$ cat src/rtl/signed_sar_search.sv
// Successive-approximation search for a signed two's-complement value.
// Drives trial operands into an external signed comparator, one bit per
// compare transaction, MSB first. An internal offset-binary code keeps the
// search monotonic in unsigned terms; the MSB flip maps it to signed.
module signed_sar_search #(
  parameter int WIDTH   = 8,
  parameter int TIMEOUT = 64
) (
  input  logic             sys_clk,
  input  logic             sys_rst_n,
  input  logic             start,
  output logic [WIDTH-1:0] trial,
  output logic             cmp_req,
  input  logic             cmp_valid,
  input  logic             cmp_ge,
  output logic             busy,
  output logic             done,
  output logic [WIDTH-1:0] result,
  output logic             timeout
);

  localparam int IW = $clog2(WIDTH);
  localparam int TW = (TIMEOUT > 1) ? $clog2(TIMEOUT + 1) : 1;
  localparam logic [TW-1:0] TLAST = TW'((TIMEOUT > 0) ? TIMEOUT - 1 : 0);

  typedef enum logic [1:0] {
    IDLE,
    REQ,
    GAP
  } state_t;

  state_t           state, state_nxt;
  logic [WIDTH-1:0] code, code_nxt;
  logic [WIDTH-1:0] result_nxt;
  logic [IW-1:0]    bit_idx, bit_idx_nxt;
  logic [TW-1:0]    tcnt, tcnt_nxt;
  logic             done_nxt, timeout_nxt;

  // Offset binary -> two's complement: flipping the MSB maps unsigned order onto signed order.
  function automatic logic [WIDTH-1:0] to_signed(input logic [WIDTH-1:0] c);
    return {~c[WIDTH-1], c[WIDTH-2:0]};
  endfunction

  // Outputs decoded directly from the state register.
  always_comb begin
    cmp_req = (state == REQ);
    busy    = (state != IDLE);
  end

  // Next-state and datapath update: one bit resolved per accepted compare.
  always_comb begin
    state_nxt   = state;
    code_nxt    = code;
    bit_idx_nxt = bit_idx;
    tcnt_nxt    = tcnt;
    result_nxt  = result;
    done_nxt    = 1'b0;
    timeout_nxt = 1'b0;
    case (state)
      IDLE: begin
        if (start) begin
          code_nxt            = '0;
          code_nxt[WIDTH-1]   = 1'b1;
          bit_idx_nxt         = IW'(WIDTH - 1);
          tcnt_nxt            = '0;
          state_nxt           = REQ;
        end
      end
      REQ: begin
        if (cmp_valid) begin
          if (!cmp_ge) code_nxt[bit_idx] = 1'b0;
          if (bit_idx == '0) begin
            result_nxt = to_signed(code_nxt);
            done_nxt   = 1'b1;
            state_nxt  = IDLE;
          end else begin
            code_nxt[bit_idx - 1'b1] = 1'b1;
            bit_idx_nxt              = bit_idx - 1'b1;
            state_nxt                = GAP;
          end
        end else if (TIMEOUT != 0) begin
          if (tcnt == TLAST) begin
            timeout_nxt = 1'b1;
            state_nxt   = IDLE;
          end else begin
            tcnt_nxt = tcnt + 1'b1;
          end
        end
      end
      GAP: begin
        tcnt_nxt  = '0;
        state_nxt = REQ;
      end
      default: state_nxt = IDLE;
    endcase
  end

  // State and datapath registers; trial is registered from the next code so it is glitch-free.
  always_ff @(posedge sys_clk or negedge sys_rst_n) begin
    if (!sys_rst_n) begin
      state   <= IDLE;
      code    <= '0;
      bit_idx <= '0;
      tcnt    <= '0;
      trial   <= '0;
      result  <= '0;
      done    <= 1'b0;
      timeout <= 1'b0;
    end else begin
      state   <= state_nxt;
      code    <= code_nxt;
      bit_idx <= bit_idx_nxt;
      tcnt    <= tcnt_nxt;
      trial   <= to_signed(code_nxt);
      result  <= result_nxt;
      done    <= done_nxt;
      timeout <= timeout_nxt;
    end
  end

endmodule

$ cat config.mk
export PLATFORM = sky130hd
export DESIGN_NAME = signed_sar_search
export DESIGN_NICKNAME = d
export VERILOG_FILES = /design/src/rtl/signed_sar_search.sv
export SDC_FILE = /design/constraint.sdc
export NUM_CORES = 1
export LEC_CHECK = 0
export ABC_AREA = 1
export BUFFER_PORTS_ARGS = -buffer_cell sky130_fd_sc_hd__buf_2
export CAP_MARGIN = 20
export CORE_MARGIN = 2
export CORE_UTILIZATION = 45
export DETAILED_ROUTE_END_ITERATION = 10
export GPL_ROUTABILITY_DRIVEN = 0
export MAX_ROUTING_LAYER = met4
export PLACE_DENSITY = 0.66
export SYNTH_ARGS = -nofsm -noshare
export SYNTH_HDL_FRONTEND = slang
export SYNTH_SLANG_ARGS = --single-unit
$ cat constraint.sdc
create_clock -name sys_clk -period 4.16 [get_ports sys_clk]
set_clock_uncertainty 0.05 [all_clocks]
set_input_delay 0.208 -clock sys_clk [delete_from_list [all_inputs] [get_ports sys_clk]]
set_output_delay 0.208 -clock sys_clk [all_outputs]
set_load 0.005 [all_outputs]
* Word-level counts from Yosys, hierarchy flattened *
Index checks and enable logic that the tools add are counted.
W data, S select, Z words.

word-level totals
  output and inout port bits = 20
  word-level logic and storage cells = 69
  flip-flop bits (word level) = 38
  input port bits = 5

cells by class
  reduce and logical (&&, ||, !) cells = 11
  muxes and demuxes = 30
  equal/unequal tests = 9
  add/sub/neg operators = 2
  order comparisons = 4
  bitwise operators = 5

operators by type and width
  kind                   count
  $mux W8                6
  $mux W7                3
  $pmux W7 S3            1
  $pmux W8 S2            1
  $mux W3                3
  $and A8 B8 Y8          1
  $lt A3 B4 Y1 const B   2
  $mux W1                8
  $mux W2                4
  $ne A2 B2 Y1 const B   4
  $not A8 Y8             1
  $or A8 B8 Y8           1
  $reduce_and A4 Y1      2
  $add A7 B1 Y7 const B  1
  $eq A7 B6 Y1 const B   1
  $demux W1 S3           2
  $ge A3 B1 Y1 const B   2
  $pmux W2 S3            1
  $pmux W3 S2            1
  $reduce_bool A2 Y1     2
  $logic_not A3 Y1       1
  $ne A3 B1 Y1 const B   1
  $reduce_and A3 Y1      1
  $reduce_bool A3 Y1     1
  other kinds (8)        10

* Logic depth before layout (Yosys ltp) *
Gate-level depths: netlist of the first run.

  word-level depth = 14
  gate-level depth with buffers = 10
  gate-level depth less buffers = 10

* Worst setup path after synthesis of the first run *
OpenSTA, ideal clock, no wires.

  path type = reg-to-reg
  from = register bit_idx[0]
  to = register trial[7]
  path buffers = 0
  path slack = 2.764 ns
  stages on the path, launching flop included = 9
  clock period less this slack = 1.396 ns
  data required time = 3.984 ns
  setup time = 0.126 ns
  data arrival time = 1.219 ns
  cell sequence = dfrtp_1 -> inv_1 -> ha_1 -> nand2_4 -> inv_1 -> nor2_1 -> nand2_1 -> nand2_1 -> o21ai_0

between the ends
  word-level cells in the longest chain between the ends = 14
  elaborated cells on any way between the ends = 22
  those cells by class = 1 x add/sub; 4 x order compare; 10 x mux; 4 x bitwise; 3 x reduce/logical

RTL lines
  element                                                             RTL line  text
  start: declaration                                                  35        logic [IW-1:0] bit_idx, bit_idx_nxt;
  start signal: assignment                                            112       bit_idx <= bit_idx_nxt;
  $lt A3 B4 Y1 (implied by the code) or $ge A3 B1 Y1 (tied branches)  71        if (!cmp_ge) code_nxt[bit_idx] = 1'b0;
  $logic_and A1 B1 Y1 (implied by the code)                           71
  $mux W1 (implied by the code)                                       71
  $demux W1 S3                                                        71
  $not A8 Y8 (no source line)                                         n/a
  $and A8 B8 Y8 (no source line)                                      n/a
  $mux W8                                                             71
  $mux W8                                                             70        if (cmp_valid) begin
  $mux W8                                                             59        case (state)
  $or A8 B8 Y8 (no source line)                                       n/a
  $mux W8 *                                                           72        if (bit_idx == '0) begin
  $mux W8 *                                                           70
  $pmux W8 S2 *                                                       59
  $not A1 Y1 *                                                        41        return {~c[WIDTH-1], c[WIDTH-2:0]};
  end signal: assignment                                              114       trial <= to_signed(code_nxt);
  end: declaration                                                    12        output logic [WIDTH-1:0] trial,

Every way passes the cells marked *; elsewhere a longest branch is shown, timed or not. The select of a mux whose other input is x is not followed.
A chain may end at the register's enable or synchronous reset.

==> impl_metrics.toml, run 1 <==
[status]
outcome = "completed"

[clocking]
clockBufferDepth = 2
clock_latency_ps = 320
cts.hold.buffers_added = 1
cts_setup_buffers = 0
cts_resized = 0
cts_root_buffer = "clkbuf_4"
clk_pin_slew_ps = 90
htree_levels = 2
cts_tree = "built"
cts_num_sinks = 31
cts_buffers = 5

[synth]
async_flop_share_pct = 100
synth.avg_cell_area_um2 = 7.99
synth_cells = 203
yosysWarnings = 0
ys_ff_latch = 31
synth-edff-count = 0
synth_cell_types = 24
ys_seq_area_share_pct = 47.8
synth.net_count = 211
netlist_area_um2 = 1620
ys.flop_type = "dfrtp_1"

[route]
drtIter0Drc = 53
dr_total_vias = 1297
drt-vias-per-instance = 4.79
drc = 0
drt-pass1-iter-count = 4
wire_per_inst_um = 11.7
ant_nets = 0
routed_wl_um = 3180

[floorplanning]
ios = 25
dieArea_um2 = 4100
initial_core_util_pct = 47.8
die_h_um = 64.0
num_rows = 21
die_w_um = 64.0
core_region_area_um2 = 3390

[power_and_ir_drop]
seq_power_share_pct = 41.5
power_density_nw_per_um2 = 636
vdd_drop_max_v = 0.000276
pwr-share-comb_pct = 44.8
p_leak_nw = 0.964
sw_frac_of_total_pct = 43.7
power_switching_mw = 0.493
internal_power_mw = 0.635
clkPwrFrac_pct = 13.7

[setup_path]
rrSetupSlack_ps = 2470
cp-start-kind = "flip-flop"
crit_type = "reg -> reg"
crit_arrival_ps = 1840
critical_path_required_ps = 4310
r2r_cells = 6
crit_fanout = 12
crit_path_end_kind = "flip-flop"
timing.rr.start = "state[1]"
critPathLaunch = "state[1]"

[sta]
timing.fmax_mhz = 591
setup_tns_ps = 0
fin_crit_ps = 1690
setup_viol = 0
post-route-period-util_pct = 40.7
tightest_slew_ps = 683
relSlewSlack_pct = 54.5
final_hold_viol_count = 0
rsz0062_at_grt = "false"
maxSlewViolCount = 0
hold_ws_ps = 260

[cells_and_area]
fillers = 326
fin_area_um2 = 1770
finalNetCount = 234
final_cell_count_no_fill = 271
multi_input_area_um2 = 684
final_cell_mix = "nand2_1, dfrtp_1, buf_2, inv_1, nor2_1"
diodes = 0
seqCellArea_um2 = 776
fin_util_pct = 52.3
syn2layout_area_growth_pct = 9.41
layout-drive-gt1-share_pct = 16.9
final_common_cell = "nand2_1"

[worst_hold_path]
worstHoldStart = "start"
holdPathEnd = "tcnt[6]"
worstHoldPathType = "in -> reg"
hold_depth = 5

[grt]
antenna_found_initial = 0
grt_pass1_vias = 1228
grt_pass1_wl_um = 5690
gr-total-overflow = 0
grtUsageTotal_pct = 18.5
grt_max_degree = 32

[placement]
dp_hpwl_um = 2260
place_area_um2 = 1710
port_buffers = 24
place_inst = 263

[run]
drv_cap = 0
## final cells by class
class / instances / area share (%)
Sequential cell: 31 / 43.7
Multi-Input combinational cell: 142 / 38.6
Timing Repair Buffer: 26 / 7.90
Inverter: 20 / 4.23
Tap cell: 46 / 3.24
Clock buffer: 6 / 2.33
## per-layer routing
metal  track usage, %  up-vias  wire, µm
li1                 -      680         -
met1             25.1      575      1610
met2             26.6       38      1310
met3             5.46        4       197
met4             6.52        0        58
met5                -        -         0
## synth_stat cells, types with 2 or more instances
master	count	share of area (%)
buf_4	7	3.2
o21ai_0	16	4.9
a21oi_1	8	2.5
nand3_1	12	3.7
inv_1	19	4.4
nor2_4	3	2.1
nand2_2	2	0.77
dfrtp_1	31	48
nor2_1	18	4.2
ha_1	3	2.3
o21bai_1	2	0.93
nand2_1	67	16
buf_6	3	2.1
o211ai_1	2	0.93
## power groups by stage
stage / sequential, mW / clock, mW / combinational (mW)
2_1_floorplan: 0.469 / 0 / 0.392
3_3_place_gp: 0.475 / 0 / 0.503
3_5_place_dp: 0.475 / 0 / 0.502
4_1_cts: 0.470 / 0.161 / 0.508
5_1_grt: 0.483 / 0.178 / 0.581
6_report: 0.469 / 0.154 / 0.505
## worst max-delay path: stages, from the launching register on
cell and delay [ps]:
dfrtp_1 420, nor2_4 290, nand2_2 220, nand2_1 220, inv_1 180, nand2_1 90
o211ai_1 90
## cell families (layout without fill, tap and decap cells)
family | Yosys count | in the layout | share of synthesized area [%]
XOR/XNOR | 1 | 1 | 0.540
buffers and inverters | 30 | 52 | 9.95
adder cells (fa/ha/maj) | 3 | 3 | 2.32
AND/OR/NAND/NOR | 106 | 106 | 28.3
AO/OA/AOI/OAI | 32 | 32 | 11.0
flip-flops | 31 | 31 | 47.8
## how the worst max path moves through the flow
stage | endpoint | slack [ps] | depth (start not counted)
after floorplan | trial[7] | 2760 | 8
after global placement | flip-flop | 2480 | 6
after detailed placement | flip-flop | 2490 | 6
after CTS | flip-flop | 2460 | 6
after global routing | flip-flop | 2320 | 6
final | flip-flop | 2470 | 6
## stage by stage
| stage | setup WS (ps) | total power [mW] |
|---|---|---|
| 3_5_place_dp | 2490 | 0.977 |
| 6_report | 2470 | 1.13 |
| 4_1_cts | 2460 | 1.14 |
| 2_1_floorplan | 2760 | 0.861 |
| 3_3_place_gp | 2480 | 0.978 |
| 5_1_grt | 2320 | 1.24 |
Note: power is estimated with default switching activity, not from simulation.
==> run 2, diff against run 1 <==
clock period = 1.61 ns   (was 4.16 ns; I/O delays follow)
==> run 2 against run 1 <==
Compared with the run above: global-route usage shrank 0.61 points; setup slack lost 2300 ps; power grew to 2.7 times the previous value; sequential power grew to 2.6 times the previous value; clock-buffer cell count is the same; first-iteration DRC count grew 55%; flip-flop and latch count is the same; largest power group unchanged; highest routed layer unchanged.
==> impl_metrics.toml, run 2 (synthesis results as in run 1) <==
[route]
ant_nets = 0
wire_per_inst_um = 11.4
drt-vias-per-instance = 4.81
drt-pass1-iter-count = 4
drtIter0Drc = 82
routed_wl_um = 3110
dr_total_vias = 1318
drc = 0

[sta]
relSlewSlack_pct = 55.5
fin_crit_ps = 1450
timing.fmax_mhz = 688
hold_ws_ps = 130
post-route-period-util_pct = 90.2
rsz0062_at_grt = "false"
setup_viol = 0
tightest_slew_ps = 668
fin_ws_ps = 157
maxSlewViolCount = 0
final_hold_viol_count = 0
setup_tns_ps = 0

[setup_path]
crit_arrival_ps = 1610
crit_fanout = 6
cp-start-kind = "flip-flop"
critPathMaxStageDelay_ps = 410
crit_path_cell_trace = "inv_1, ha_1, inv_1, nand2_1, nand2_2, nor2_2, nand2_1, nand2_1, o21ai_0"
crit_path_frequent_cell = "nand2_1"
crit_type = "reg -> reg"
crit_path_end_kind = "flip-flop"
cpMaxStageDelayCell = "dfrtp_1"
critical_path_required_ps = 1770

[grt]
antenna_found_initial = 0
grt_pass1_vias = 1183
grtUsageTotal_pct = 17.9
gr-total-overflow = 0
grt_pass1_wl_um = 5490
grt_max_degree = 32

[power_and_ir_drop]
power_density_nw_per_um2 = 1650
vdd_drop_max_v = 0.000773
power_mw = 2.99
p_leak_nw = 0.978

[worst_hold_path]
worstHoldPathType = "in -> reg"

[clocking]
clockBufferDepth = 2
clk_pin_slew_ps = 90
cts_buffers = 5
cts_tree = "built"
cts_root_buffer = "clkbuf_4"
clock_latency_ps = 330
cts_setup_buffers = 0
cts_num_sinks = 31
htree_levels = 2

[floorplanning]
core_region_area_um2 = 3390
die_h_um = 64.0
initial_core_util_pct = 47.8
ios = 25
num_rows = 21
dieArea_um2 = 4100
die_w_um = 64.0

[cells_and_area]
final_common_cell = "nand2_1"
layout-drive-gt1-share_pct = 19.7
fin_util_pct = 53.5
fin_area_um2 = 1810
final_cell_mix = "nand2_1, dfrtp_1, buf_2, inv_1, o21ai_0"
diodes = 0
syn2layout_area_growth_pct = 11.7
fillers = 347
final_cell_count_no_fill = 274
finalNetCount = 237

[placement]
dp_slack_ps = 42.4
dp_hpwl_um = 2290
place_area_um2 = 1740
place_inst = 266
port_buffers = 24

[status]
outcome = "completed"

[run]
drv_cap = 0
run 2: critical path: cells and delay by family, from the launching register on:
kind                     cells  cell delay, ps
AO/OA/AOI/OAI                1              70
adder cells (fa/ha/maj)      1             200
buffers and inverters        2             160
flip-flops                   1             410
AND/OR/NAND/NOR              5             450
run 2: final cells by class:
cell class | count | area, µm² | share of cell area (%)
Inverter | 20 | 75.1 | 4.14
Tap cell | 46 | 57.6 | 3.18
Multi-Input combinational cell | 142 | 699 | 38.6
Timing Repair Buffer | 29 | 163 | 8.98
Sequential cell | 31 | 776 | 42.8
Clock buffer | 6 | 41.3 | 2.28
run 2: report_power, final:
part	total, mW	switching, mW	internal (mW)
clock	0.397	0.242	0.155
sequential	1.20	0.168	1.04
combinational	1.40	0.887	0.508
total	2.99	1.30	1.70
run 2: worst paths after layout:
path                             from   endpoint  slack [ps]  depth (start not counted)
max in group asynchronous   sys_rst_n  async pin         810                          2
max reg2reg                bit_idx[1]   trial[7]         160                          9
min in group asynchronous   sys_rst_n    timeout         260                          2
min reg2reg                 flip-flop   trial[7]         440                          1
min                             start    tcnt[6]         130                          5
max                        bit_idx[1]   trial[7]         160                          9
run 2: repair_timing:
item / CTS / global route
gates resized for setup: 0 / 5
endpoints found under the hold margin: 32 / 0
endpoints found under the setup margin: 0 / 7
hold buffers: 2 / 0
run 2: routing by layer:
| metal | GRT usage (%) | vias up | share of wire (%) |
|---|---|---|---|
| met4 | 5.71 | 0 | 1.5 |
| met5 | - | - | 0 |
| li1 | - | 690 | - |
| met1 | 24.8 | 591 | 53 |
| met3 | 5.99 | 5 | 5.5 |
| met2 | 24.9 | 32 | 40 |
==> run 3, diff against run 2 <==
--- a/config.mk
+++ b/config.mk
@@ -13,4 +13,5 @@
 export DETAILED_ROUTE_END_ITERATION = 10
 export GPL_ROUTABILITY_DRIVEN = 0
+export HOLD_SLACK_MARGIN = 0.06
 export MAX_ROUTING_LAYER = met4
 export PLACE_DENSITY = 0.66
==> constraint.sdc (replaced) <==
create_clock -name sys_clk -period 1.61 [get_ports sys_clk]
set_clock_uncertainty 0.05 [all_clocks]
set_input_delay 0.322 -clock sys_clk [delete_from_list [all_inputs] [get_ports sys_clk]]
set_output_delay 0.322 -clock sys_clk [all_outputs]
set_load 0.005 [all_outputs]
==> run 3 against run 2 <==
Compared with the run above: sequential power is essentially flat; non-clock buffer count is the same; flip-flop and latch count stayed put; critical path depth shrank 6; clock-buffer cell count increased by 2.
==> impl_metrics.toml, run 3 (synthesis results as in run 1) <==
[route]
ant_nets = 0
drtIter0Drc = 71
drt-vias-per-instance = 4.81
drc = 0
wire_per_inst_um = 11.4
dr_total_vias = 1327
drt-pass1-iter-count = 4
routed_wl_um = 3150

[grt]
grt_max_degree = 32
gr-total-overflow = 0
grtUsageTotal_pct = 18.9
antenna_found_initial = 0
grt_pass1_vias = 1292
grt_pass1_wl_um = 5780

[placement]
place_area_um2 = 1740
port_buffers = 24
place_inst = 267
dp_hpwl_um = 2300
dp_slack_ps = 52.6

[power_and_ir_drop]
power_mw = 3.12
clkPwrFrac_pct = 16.4
sw_frac_of_total_pct = 42.0
internal_power_mw = 1.81
pwr-share-comb_pct = 45.0
power_density_nw_per_um2 = 1690
seq_power_share_pct = 38.6
p_leak_nw = 0.994
power_switching_mw = 1.31
vdd_drop_max_v = 0.000722

[setup_path]
cp-start-kind = "flip-flop"
critPathLaunch = "state[1]"
rrSetupSlack_ps = 160
reg2reg_to = "trial[7]"
crit_fanout = 11
r2r_cells = 9
timing.rr.start = "bit_idx[1]"
crit_type = "reg -> out"
cp-endpoint = "cmp_req"
crit_path_end_kind = "output pin"
critical_path_required_ps = 1240
crit_arrival_ps = 1160

[floorplanning]
num_rows = 21
core_region_area_um2 = 3390
ios = 25
dieArea_um2 = 4100
die_w_um = 64.0
die_h_um = 64.0
initial_core_util_pct = 47.8

[cells_and_area]
multi_input_area_um2 = 699
fin_area_um2 = 1840
final_cell_count_no_fill = 276
final_cell_mix = "nand2_1, dfrtp_1, buf_2, inv_1, o21ai_0"
layout-drive-gt1-share_pct = 20.9
diodes = 0
finalNetCount = 237
fillers = 338
fin_util_pct = 54.3
syn2layout_area_growth_pct = 13.5
seqCellArea_um2 = 776
final_common_cell = "nand2_1"

[clocking]
clockBufferDepth = 2
cts_setup_buffers = 0
htree_levels = 2
clock_latency_ps = 330
cts_root_buffer = "clkbuf_4"
cts_num_sinks = 31
cts_buffers = 5
cts_tree = "built"
clk_pin_slew_ps = 90

[worst_hold_path]
worstHoldStart = "cmp_valid"
worstHoldPathType = "in -> reg"

[sta]
setup_viol = 0
relSlewSlack_pct = 74.1
hold_ws_ps = 137
fin_ws_ps = 77.7
post-route-period-util_pct = 95.2
maxSlewViolCount = 0
timing.fmax_mhz = 653
setup_tns_ps = 0
tightest_slew_ps = 389
final_hold_viol_count = 0
fin_crit_ps = 1530

[run]
drv_cap = 0

[status]
outcome = "completed"
run 3: power by group through the flow:
stage | clock [mW] | combinational (mW) | sequential (mW)
after floorplan | 0 | 1.01 | 1.21
after global placement | 0 | 1.36 | 1.22
after detailed placement | 0 | 1.36 | 1.22
after CTS | 0.537 | 1.37 | 1.21
after global routing | 0.588 | 1.62 | 1.24
final | 0.511 | 1.40 | 1.20
run 3: what timing repair did:
item,4_1_cts,5_1_grt
gates resized for setup,0,6
hold buffers,1,0
endpoints found under the hold margin,31,0
setup endpoints to repair,0,8
run 3: how the worst min path moves through the flow:
stage	cells after the start	to
5_1_grt	2	timeout
4_1_cts	2	timeout
3_5_place_dp	2	tcnt[6]
2_1_floorplan	0	async pin
3_3_place_gp	2	tcnt[4]
6_report	2	timeout
run 3: cell type report:
type	count	share of cell area [%]
clock buffer	8	3.74
inverter	20	4.08
multi-input combinational	142	38.0
sequential	31	42.1
tap	46	3.13
timing repair buffer	29	8.91
run 3: per-layer routing:
metal	share of wire (%)	track usage, %	vias to the layer above
met1	51	24.5	596
met4	1.7	7.34	0
li1	-	-	693
met2	42	28.3	34
met3	5.3	5.28	4
met5	0	-	-
run 3: critical path, stage by stage, from the launching register on:
cell and delay, ps:
dfrtp_1 420, nor2_4 140, buf_6 150, buf_2 120
